File: config.mk
export PLATFORM = sky130hd
export DESIGN_NAME = fifo_write_ctrl
export DESIGN_NICKNAME = d
export VERILOG_FILES = /design/src/rtl/cdc_fifo_pkg.sv /design/src/rtl/ptr_sync.sv /design/src/rtl/fifo_write_ctrl.sv
export SDC_FILE = /design/constraint.sdc
export NUM_CORES = 1
export LEC_CHECK = 0
export CORE_MARGIN = 5
export CORE_UTILIZATION = 55
export CTS_BUF_LIST = sky130_fd_sc_hd__clkbuf_4 sky130_fd_sc_hd__clkbuf_8 sky130_fd_sc_hd__clkbuf_16
export CTS_CLUSTER_DIAMETER = 40
export DETAILED_ROUTE_END_ITERATION = 10
export DONT_BUFFER_PORTS = 1
export PLACE_DENSITY_LB_ADDON = 0.2
export SYNTH_ARGS = -nofsm -noshare
export SYNTH_HDL_FRONTEND = slang
export SYNTH_HIERARCHICAL = 1
export SYNTH_SLANG_ARGS = --single-unit
File: constraint.sdc
create_clock -name clk -period 4.5 [get_ports clk]
set_input_delay 0.9 -clock clk [delete_from_list [all_inputs] [get_ports clk]]
set_output_delay 0.9 -clock clk [all_outputs]
set_load 0.01 [all_outputs]
File: src/rtl/cdc_fifo_pkg.sv
// Shared pointer geometry and Gray/binary conversions for both sides of the async FIFO.
// Conversions are sized to PTR_W, so ADDR_W overrides on either side must match this package.
package cdc_fifo_pkg;

  localparam int ADDR_W = 7;
  localparam int PTR_W  = ADDR_W + 1;

  function automatic logic [PTR_W-1:0] bin2gray(input logic [PTR_W-1:0] b);
    return b ^ (b >> 1);
  endfunction

  function automatic logic [PTR_W-1:0] gray2bin(input logic [PTR_W-1:0] g);
    logic [PTR_W-1:0] b;
    b[PTR_W-1] = g[PTR_W-1];
    for (int i = PTR_W - 2; i >= 0; i--) begin
      b[i] = b[i+1] ^ g[i];
    end
    return b;
  endfunction

endpackage

File: src/rtl/ptr_sync.sv
// Multi-flop synchronizer for a Gray-coded pointer: output lags input by SYNC_STAGES edges.
// No handshake; every stage clears on synchronous reset.
module ptr_sync #(
  parameter int WIDTH       = 8,
  parameter int SYNC_STAGES = 2
) (
  input  logic             clk,
  input  logic             rst,
  input  logic [WIDTH-1:0] i_d,
  output logic [WIDTH-1:0] o_q
);

  logic [WIDTH-1:0] r_sync [SYNC_STAGES];

  always_ff @(posedge clk) begin
    if (rst) begin
      for (int i = 0; i < SYNC_STAGES; i++) begin
        r_sync[i] <= '0;
      end
    end else begin
      r_sync[0] <= i_d;
      for (int i = 1; i < SYNC_STAGES; i++) begin
        r_sync[i] <= r_sync[i-1];
      end
    end
  end

  assign o_q = r_sync[SYNC_STAGES-1];

endmodule

File: src/rtl/fifo_write_ctrl.sv
// Write-side pointer/flag control of an async FIFO; writes accepted same edge, flags lag read pointer by SYNC_STAGES.
// Backpressure: wen drops while full; a write attempted while full sets sticky woverflow.
module fifo_write_ctrl #(
  parameter int ADDR_W       = cdc_fifo_pkg::ADDR_W,
  parameter int AFULL_THRESH = 120,
  parameter int SYNC_STAGES  = 2
) (
  input  logic              clk,
  input  logic              rst,
  input  logic              winc,
  input  logic [ADDR_W:0]   w_rptr_gray,
  output logic [ADDR_W:0]   wptr,
  output logic [ADDR_W:0]   wptr_gray,
  output logic [ADDR_W-1:0] w_waddr,
  output logic              wen,
  output logic              wfull,
  output logic              walmost_full,
  output logic [ADDR_W:0]   wcount,
  output logic              woverflow
);

  import cdc_fifo_pkg::*;

  localparam int              PW        = ADDR_W + 1;
  localparam logic [ADDR_W:0] AFULL_LVL = PW'(AFULL_THRESH);

  logic [ADDR_W:0] r_wptr;
  logic [ADDR_W:0] r_wptr_gray;
  logic            r_overflow;
  logic [ADDR_W:0] w_rptr_sync_gray;
  logic [ADDR_W:0] w_rptr_sync;
  logic [ADDR_W:0] w_wptr_inc;
  logic            w_full;
  logic            w_wen;

  ptr_sync #(
    .WIDTH       (PW),
    .SYNC_STAGES (SYNC_STAGES)
  ) u_rptr_sync (
    .clk (clk),
    .rst (rst),
    .i_d (w_rptr_gray),
    .o_q (w_rptr_sync_gray)
  );

  assign w_rptr_sync = gray2bin(w_rptr_sync_gray);
  assign w_wptr_inc  = r_wptr + PW'(1);

  assign w_full = (r_wptr[ADDR_W] != w_rptr_sync[ADDR_W]) &&
                  (r_wptr[ADDR_W-1:0] == w_rptr_sync[ADDR_W-1:0]);

  // The RAM must never see a write strobe in a cycle that is being reset.
  assign w_wen = winc && !w_full && !rst;

  always_ff @(posedge clk) begin
    if (rst) begin
      r_wptr      <= '0;
      r_wptr_gray <= '0;
      r_overflow  <= 1'b0;
    end else begin
      if (w_wen) begin
        r_wptr      <= w_wptr_inc;
        r_wptr_gray <= bin2gray(w_wptr_inc);
      end
      if (winc && w_full) begin
        r_overflow <= 1'b1;
      end
    end
  end

  assign wptr         = r_wptr;
  assign wptr_gray    = r_wptr_gray;
  assign w_waddr      = r_wptr[ADDR_W-1:0];
  assign wen          = w_wen;
  assign wfull        = w_full;
  assign wcount       = r_wptr - w_rptr_sync;
  assign walmost_full = (wcount >= AFULL_LVL);
  assign woverflow    = r_overflow;

endmodule

==> impl_metrics.py <==
metrics = {
    "outcome": {
        "status": "complete, no violations",
    },
    "die": {
        "fp.dieH_um": 70.30,
        "initial_core_util": 0.5587,
        "die_area_um2": 4941,
        "boundaryPins": 46,
        "core_area_um2": 3578,
        "die_w_um": 70.30,
        "rows": 22,
    },
    "final_layout": {
        "fin_cells": 260,
        "nNetsFinal": 230,
        "n_antenna_cell": 0,
        "area_growth_pct": 1.064,
        "utilization": 0.5647,
        "drive_above_1_share": 0.2075,
    },
    "timing": {
        "hold_viol_final": 0,
        "fin_skew_ps": 9.031,
        "fin_ws_ps": 197.5,
        "max_slew.worst_pin.slew_ps": 877.4,
        "setup_viol": 0,
        "drv_slew": 0,
        "max_freq_mhz": 232.4,
        "min_period_ps": 4302,
        "tns_ps": 0,
        "fin_crit_sh": 0.9561,
        "slew_headroom": 0.4151,
    },
    "worst_hold_path": {
        "min-delay-start": "u_rptr_sync/r_sync[0][3]$_SDFF_PP0_",
        "min_path_type": "reg -> reg",
        "worstHoldPathCells": 1,
        "min_to": "u_rptr_sync/r_sync[0][11]$_SDFF_PP0_",
    },
    "worst_setup_path": {
        "crit_start": "u_rptr_sync/r_sync[0][15]$_SDFF_PP0_",
        "crit_required_ps": 3600,
        "endpoint_kind": "output pin",
        "cp_top_family": "XOR/XNOR gates",
        "rr_worst_depth": 13,
        "crit_slowest_cell": "fa_1",
        "rr_startpoint": "u_rptr_sync/r_sync[0][15]$_SDFF_PP0_",
        "cp.buffers_inverters": 2,
        "path_max_fanout": 5,
        "regToRegEndpoint": "wptr[6]$_SDFFE_PP0P_",
        "cp-start-kind": "register",
        "critical-path-max-stage-delay_ps": 420,
        "arrival_ps": 3400,
        "crit_chain": "xor2_2 > inv_2 > xnor2_4 > xnor2_2 > xor2_2 > xnor2_1 > ha_1 > fa_1 > nor2b_2 > nor2_4 > buf_4 > mux2_2 > o21ai_0 > xnor2_1",
        "cp.depth": 14,
        "r2r_setup_slack_ps": 1390,
        "worst-setup-path-type": "reg -> out",
    },
    "run": {
        "cap_violations": 0,
    },
    "route": {
        "dr.pass1.iters": 4,
        "drtIter0Drc": 145,
        "routedWlPerCell_um": 13.94,
        "viasPerCell": 5.365,
        "num_vias": 1395,
        "drcViolationCount": 0,
        "wirelength_um": 3624,
        "ant_nets": 0,
    },
    "logic_synthesis": {
        "synth_top_area_frac": 0.3204,
        "netlist_area_um2": 1999,
        "synth_edf_count": 0,
        "synth-main-ff-cell": "dfxtp_1",
        "synth-seq-cells": 32,
        "synth_seq_area_share": 0.3204,
        "synth.most_common_cell": "dfxtp_1",
        "synthesis.nets": 245,
        "synth_warnings": 6,
        "async_flop_share": 0,
        "syn_inst": 227,
        "avgSynthCellArea_um2": 8.808,
        "netlist_top_cells_count": "dfxtp_1 (32), nor2_1 (23), xnor2_1 (21), buf_4 (17), clkbuf_1 (12)",
        "ys_types": 44,
        "synth_area_leaders": "dfxtp_1 (32%), xnor2_1 (9.2%), buf_4 (6.4%)",
        "synth_area_leader_cell": "dfxtp_1",
    },
    "placement": {
        "dp_cells": 248,
        "portBuffers": 0,
        "place_congestion": 0.8390,
        "post-place-ws_ps": 128.9,
        "post-dp-hpwl_um": 2612,
    },
    "pwr": {
        "p_int_uw": 463.2,
        "p_per_area_nw_per_um2": 340.9,
        "leakage_uw": 0.0008302,
        "swShare": 0.3276,
        "power_uw": 689.0,
        "comb_power_share": 0.338,
        "p_seq_frac": 0.445,
        "vdd_drop_max_mv": 0.1895,
        "p_sw_uw": 225.7,
        "pwr-share-clk": 0.218,
    },
    "global_routing": {
        "grt_pass1_vias": 1316,
        "grtUsageTotal": 0.1496,
        "antenna_found_initial": 0,
        "grt_pass1_wl_um": 6009,
        "overflow": 0,
        "grt_max_degree": 34,
    },
    "clock_tree": {
        "tritoncts": "built",
        "numCtsBuffers": 5,
        "htree_levels": 2,
        "cts_buffer_depth": 2,
        "cts_sinks": 32,
        "clk_pin_slew_ps": 80,
        "root_buffer": "clkbuf_4",
        "insertion_delay_ps": 320,
    },
}
-- through the flow --
step / area [um2] / hold WS, ps
2_1_floorplan: 1999 / 413.8
3_3_place_gp: 1902 / 423.7
3_5_place_dp: 1902 / 423.2
4_1_cts: 1969 / 444.4
5_1_grt: 2021 / 460.0
6_report: 2021 / 440.9
-- worst reg2reg max path: cells and delay by family (launching register included) --
family / cells / cell delay (ps)
flops: 1 / 390
buf+inv: 1 / 90
simple gates: 4 / 820
compound gates: 1 / 350
fa+ha+maj: 1 / 330
xor+xnor: 6 / 1040
-- cells by family (layout without fill, tap and decap cells) --
family | after synthesis | count (layout) | share of synthesized area
and+or+nand+nor | 72 | 72 | 0.2021
buffers and inverters | 39 | 24 | 0.1089
AOI/OAI and AO/OA | 36 | 36 | 0.1195
xor gates and xnor gates | 34 | 34 | 0.1658
DFF | 32 | 32 | 0.3204
adders and majority gates | 7 | 7 | 0.04756
muxes | 7 | 7 | 0.03567
-- cell usage in the layout, fill, tap and decap left out, drive strengths merged, types with 7 or more instances in the layout --
| cell type | netlist | final |
|---|---|---|
| nand2 | 10 | 10 |
| dfxtp | 32 | 32 |
| xor2 | 11 | 11 |
| nor2 | 23 | 23 |
| a31oi | 7 | 7 |
| nor2b | 12 | 12 |
| xnor2 | 23 | 23 |
| buf | 19 | 9 |
| inv | 8 | 8 |
-- repair_timing --
action,CTS,global route
pin swaps,2,3
buffers inserted,2,3
gates resized for setup,1,5
hold buffers,0,0
endpoints found under the setup margin,3,4
-- registers in the layout (all words and copies together) (netlist names) --
name,count
u_rptr_sync/r_sync,16
woverflow,1
wptr,8
wptr_gray,7
-- power groups by stage --
stage	clock network [uW]	registers [uW]	logic, uW
global placement	0	313	205
detailed placement	0	313	210
CTS	155	306	217
floorplan	0	313	183
finish	150	306	233
global route	169	308	259
-- how the worst max path moves through the flow --
stage	end	slack, ps
floorplan	walmost_full	330
global placement	walmost_full	330
detailed placement	walmost_full	130
CTS	walmost_full	4
global route	wcount[4]	-20
finish	wcount[4]	200
-- area by class of cell --
class	instances	area (um2)
Inverter	8	30.03
Sequential cell	32	640.6
Timing Repair Buffer	9	67.56
Tap cell	48	60.06
Clock inverter	1	5.005
Fill cell	332	1558
Multi-Input combinational cell	156	1172
Clock buffer	6	45.04
-- layer usage --
| layer | wire length, um | vias up | track usage |
|---|---|---|---|
| li1 | - | 710 | - |
| met1 | 1604 | 641 | 0.1826 |
| met2 | 1724 | 40 | 0.2297 |
| met3 | 249 | 4 | 0.06619 |
| met4 | 45 | 0 | 0.05745 |
| met5 | 0 | - | 0 |
Note: power is estimated with default switching activity, not from simulation.
